<file path="config.mk">
export PLATFORM = sky130hd
export DESIGN_NAME = memory_board_ctrl
export DESIGN_NICKNAME = d
export VERILOG_FILES = /design/src/rtl/memory_board_ctrl.sv
export SDC_FILE = /design/constraint.sdc
export NUM_CORES = 1
export LEC_CHECK = 0
export CAP_MARGIN = 15
export CORE_MARGIN = 3
export CORE_UTILIZATION = 25
export DETAILED_ROUTE_END_ITERATION = 8
export SYNTH_ARGS = -nofsm -noshare
export SYNTH_HDL_FRONTEND = slang
export SYNTH_SLANG_ARGS = --single-unit
</file>
<file path="constraint.sdc">
create_clock -name clk -period 4.4 [get_ports clk]
set_clock_uncertainty 0.15 [all_clocks]
set_input_delay 0.88 -clock clk [delete_from_list [all_inputs] [get_ports clk]]
set_output_delay 0.88 -clock clk [all_outputs]
set_load 0.05 [all_outputs]
</file>
<file path="src/rtl/memory_board_ctrl.sv">
// Board-side controller for the memory card game: owns symbols, face-up
// and matched flags and the current player; applies tracker results.
module memory_board_ctrl #(
  parameter int HOLD_CYCLES = 50_000_000
) (
  input  logic        clk,
  input  logic        rst,
  input  logic        load,
  input  logic [3:0]  seed,
  input  logic [3:0]  cursor,
  input  logic        select_in,
  input  logic [1:0]  turn_status,
  input  logic        pair_in,
  input  logic [3:0]  sel_a,
  input  logic [3:0]  sel_b,
  output logic [3:0]  symbol_out,
  output logic        selectable,
  output logic        select_out,
  output logic [15:0] face_up,
  output logic [15:0] matched,
  output logic        player,
  output logic        busy,
  output logic        game_over,
  output logic [1:0]  result
);

  localparam int CW = $clog2(HOLD_CYCLES + 1);
  localparam logic [CW-1:0] HOLD_LD = CW'(HOLD_CYCLES - 1);

  typedef enum logic [1:0] {
    IDLE,
    PLAY,
    SHOW,
    OVER
  } state_t;

  state_t          state;
  logic [3:0]      sym [16];
  logic [CW-1:0]   cnt;
  logic [3:0]      lat_a;
  logic [3:0]      lat_b;
  logic            lat_pair;

  // Each symbol value lands on exactly two indices differing in bit 0.
  function automatic logic [3:0] deal(input logic [3:0] s,
                                      input logic [3:0] i);
    logic [3:0] x;
    x = i ^ s;
    return {1'b0, x[3:1]};
  endfunction

  assign symbol_out = sym[cursor];
  assign selectable = (state == PLAY)
                    & ~face_up[cursor]
                    & ~matched[cursor];
  assign select_out = select_in & selectable;

  always_ff @(posedge clk or negedge rst) begin
    if (!rst) begin
      state     <= IDLE;
      busy      <= 1'b1;
      game_over <= 1'b0;
      result    <= 2'b00;
      face_up   <= '0;
      matched   <= '0;
      player    <= 1'b0;
      cnt       <= '0;
      lat_a     <= '0;
      lat_b     <= '0;
      lat_pair  <= 1'b0;
      for (int i = 0; i < 16; i++) sym[i] <= '0;
    end else if (load) begin
      state     <= PLAY;
      busy      <= 1'b0;
      game_over <= 1'b0;
      result    <= 2'b00;
      face_up   <= '0;
      matched   <= '0;
      player    <= 1'b0;
      cnt       <= '0;
      for (int i = 0; i < 16; i++)
        sym[i] <= deal(seed, 4'(i));
    end else begin
      unique case (state)
        PLAY: begin
          if (turn_status[1]) begin
            state     <= OVER;
            busy      <= 1'b1;
            game_over <= 1'b1;
            result    <= turn_status;
            face_up   <= '0;
          end else begin
            if (select_out) face_up[cursor] <= 1'b1;
            if (turn_status == 2'b01) begin
              state    <= SHOW;
              busy     <= 1'b1;
              lat_a    <= sel_a;
              lat_b    <= sel_b;
              lat_pair <= pair_in;
              cnt      <= HOLD_LD;
            end
          end
        end
        SHOW: begin
          if (turn_status[1]) begin
            state     <= OVER;
            game_over <= 1'b1;
            result    <= turn_status;
            face_up   <= '0;
            cnt       <= '0;
          end else if (cnt == '0) begin
            state          <= PLAY;
            busy           <= 1'b0;
            face_up[lat_a] <= 1'b0;
            face_up[lat_b] <= 1'b0;
            if (lat_pair && (lat_a != lat_b)) begin
              matched[lat_a] <= 1'b1;
              matched[lat_b] <= 1'b1;
            end else begin
              player <= ~player;
            end
          end else begin
            cnt <= cnt - CW'(1);
          end
        end
        IDLE: ;
        OVER: ;
      endcase
    end
  end

endmodule

</file>
==> results.yml <==
run_status:
  status: "finished, final reports clean"
critical_path:
  cp_max_fo: 12
  cp_num_buf_inv: 3
  cp_slowest_cell: "clkdlybuf4s50_1"
  critPathArrivalTime_ns: 2.86
  critPathKind: "input port to primary output"
  crit_cells: 7
  path_delay_family: "buffers and inverters"
  r2r_cells: 8
  ff2ff_setup_slack_ns: 1.22
  max_stage_delay_ns: 0.68
  worstPathCellList: "clkdlybuf4s50_1 > or4_1 > o31ai_1 > o31a_1 > nand4_2 > inv_1 > buf_12"
  worst_ep_required_time_ns: 3.37
  end_kind: "primary output"
  start_kind: "input port"
synth:
  synth_edf_count: 0
  synth_xor_area_frac: 0.00955
  synth_fp_nets: 529
  synth_compound_area_frac: 0.220
  ys_warn_count: 0
  syn_inst: 503
  yosys.area.top_type: "dfrtp_1"
  yosys.area_share.simple: 0.197
  ys_seq_area_frac: 0.431
  synth-seq-cells: 79
  synth_mux_area_frac: 0.0835
  synth_area_per_cell_um2: 9.12
  synth_flop_cell: "dfrtp_1"
  synth.distinct_cells: 69
  synthArstFlopShare: 1.00
  synth_top_family_by_area: "compound AO/OA/AOI/OAI gates"
  syn-cell-area_um2: 4590
  synth_area_leaders: "dfrtp_1 43%, o21ai_0 5.3%, a21oi_1 5.1%"
  yosysTopAreaCellShare: 0.426
  synthAdderAreaFrac: 0.00818
placement:
  dp_hpwl_mm: 9.34
  io_buffers: 63
  routabilityCongestion: 0.871
job:
  maxCapViolCount: 0
die:
  pin_count: 66
  die-area_um2: 20000
  rows: 48
  initial_utilization: 0.261
  die_width_um: 141
  fp.dieH_um: 141
  core-area_um2: 17600
grt:
  grt_usage: 0.136
  grt_pass1_wl_mm: 22.0
  antenna_found_initial: 0
  globalRouteOverflowTotal: 0
  grt_max_degree: 80
  grt_pass1_vias: 4025
clocking:
  cts_resized: 0
  cts_root_buffer: "clkbuf_16"
  clock_sinks: 79
  cts_tree: "done"
  cts_hold_buf: 0
  numCtsBuffers: 9
  clkLatencyLatePin_ns: 0.35
  path_clk_slew_ns: 0.07
  cts_setup_buffers: 0
  cts_buffer_depth: 2
  h-tree-depth: 3
layout:
  antennaDiodeCount: 0
  layout-drive-gt1-share: 0.130
  nets: 581
  mostFrequentLayoutCell: "dfrtp_1"
  final_cell_mix: "78 x dfrtp_1, 62 x nor2_1, 60 x clkdlybuf4s50_1"
  area_growth_pct: 25.4
  fin_util: 0.327
routing:
  wl_mm: 13.3
  viasPerCell: 5.32
  ant_nets: 0
  wire_per_inst_um: 17.0
  drc: 0
  vias: 4179
  firstDrtPassIters: 7
  drtIter0Drc: 411
timing:
  rsz0062_at_grt: "no"
  drv_slew: 0
  setup_viol_count_final: 0
  max_slew.worst_pin.slew_ns: 1.03
  min_period_ns: 3.89
  fin_crit_sh: 0.885
  fmax_ghz: 0.257
  finalSetupTns_ns: 0
  relSlewSlack: 0.307
  hold_viol_final: 0
worst_hold_path:
  hold_depth: 2
  hold_class: "register to register"
power_and_ir_drop:
  leakage_nw: 2.32
  max-vdd-ir-drop_v: 0.000248
  power_density_nw_per_um2: 433
[cell usage after synthesis, types with 2 or more instances]
| library cell | count |
|---|---|
| a21oi_1 | 47 |
| a31oi_1 | 9 |
| a32o_1 | 10 |
| and2_1 | 3 |
| and3_1 | 3 |
| buf_1 | 3 |
| buf_2 | 8 |
| buf_4 | 2 |
| clkbuf_1 | 15 |
| dfrtp_1 | 78 |
| ha_1 | 3 |
| inv_1 | 18 |
| mux2_2 | 20 |
| mux2_4 | 7 |
| mux2i_1 | 3 |
| nand2_1 | 27 |
| nand2b_1 | 15 |
| nand3_1 | 7 |
| nand3b_1 | 4 |
| nand4b_1 | 2 |
| nor2_1 | 62 |
| nor3_1 | 17 |
| nor3_4 | 2 |
| nor3b_1 | 4 |
| nor4_1 | 6 |
| o211ai_1 | 3 |
| o21a_1 | 2 |
| o21ai_0 | 49 |
| o22ai_1 | 18 |
| o31ai_1 | 3 |
| o41ai_1 | 3 |
| or2_2 | 6 |
| or3_1 | 3 |
| or4_1 | 3 |
| xor2_1 | 4 |
[worst min-delay path, cell delays in order, from the launching register on]
cell and delay, ns:
dfrtp_1 0.34, nand2_1 0.05, o21ai_0 0.06
[through the flow]
step / instances / power (mW) / hold WS [ns] / instance area [µm²] / setup WS, ns
2_1_floorplan: 503 / 1.44 / 0.298 / 4590 / 1.05
3_3_place_gp: 768 / 1.64 / 0.313 / 5420 / 0.506
3_5_place_dp: 768 / 1.66 / 0.323 / 5420 / 0.493
4_1_cts: 784 / 2.50 / 0.340 / 5740 / 0.514
5_1_grt: 785 / 2.62 / 0.357 / 5750 / 0.449
6_report: 785 / 2.49 / 0.342 / 5750 / 0.507
[state kept, by name (all words and copies together) (netlist names)]
name,count
face_up,16
matched,16
busy,1
result,2
cnt,26
state,2
player,1
lat_pair,1
lat_a,4
sym,6
lat_b,4
[area by class of cell]
class                           instances  area (µm²)
Clock buffer                           11         243
Clock inverter                          5        81.3
Fill cell                            1762       11800
Inverter                               18        67.6
Multi-Input combinational cell        375        2380
Sequential cell                        79        1980
Tap cell                              225         282
Timing Repair Buffer                   72         719
[worst paths after layout]
check                                   start                       to
min in group asynchronous                 rst  face_up[12]$_DFFE_PN0P_
hold / removal             sym[0]$_DFFE_PN0P_       sym[0]$_DFFE_PN0P_
setup reg to reg           cnt[0]$_DFFE_PN0P_  face_up[11]$_DFFE_PN0P_
setup / recovery                    cursor[1]               select_out
hold reg to reg            sym[0]$_DFFE_PN0P_       sym[0]$_DFFE_PN0P_
max in group asynchronous                 rst   matched[2]$_DFFE_PN0P_
[logic make-up after synthesis]
kind of cell | after synthesis
xor gates and xnor gates | 5
adders and majority gates | 3
and+or+nand+nor | 173
DFF | 79
other | 1
AOI/OAI and AO/OA | 162
muxes | 31
buffers and inverters | 49
[power by group]
part | total [mW] | switching [mW] | internal, mW
Combinational | 0.732 | 0.450 | 0.282
Sequential | 0.928 | 0.109 | 0.819
Clock | 0.829 | 0.316 | 0.513
Total | 2.49 | 0.874 | 1.61
[metal layers]
layer	routed length (µm)	GRT usage	vias to the layer above	share of wire
li1	-	-	1944	-
met1	5840	0.179	2046	0.44
met2	6350	0.218	171	0.48
met3	913	0.0415	18	0.069
met4	205	0.0374	0	0.015
met5	0	0	-	0
Power figures use the tool's default switching activity.
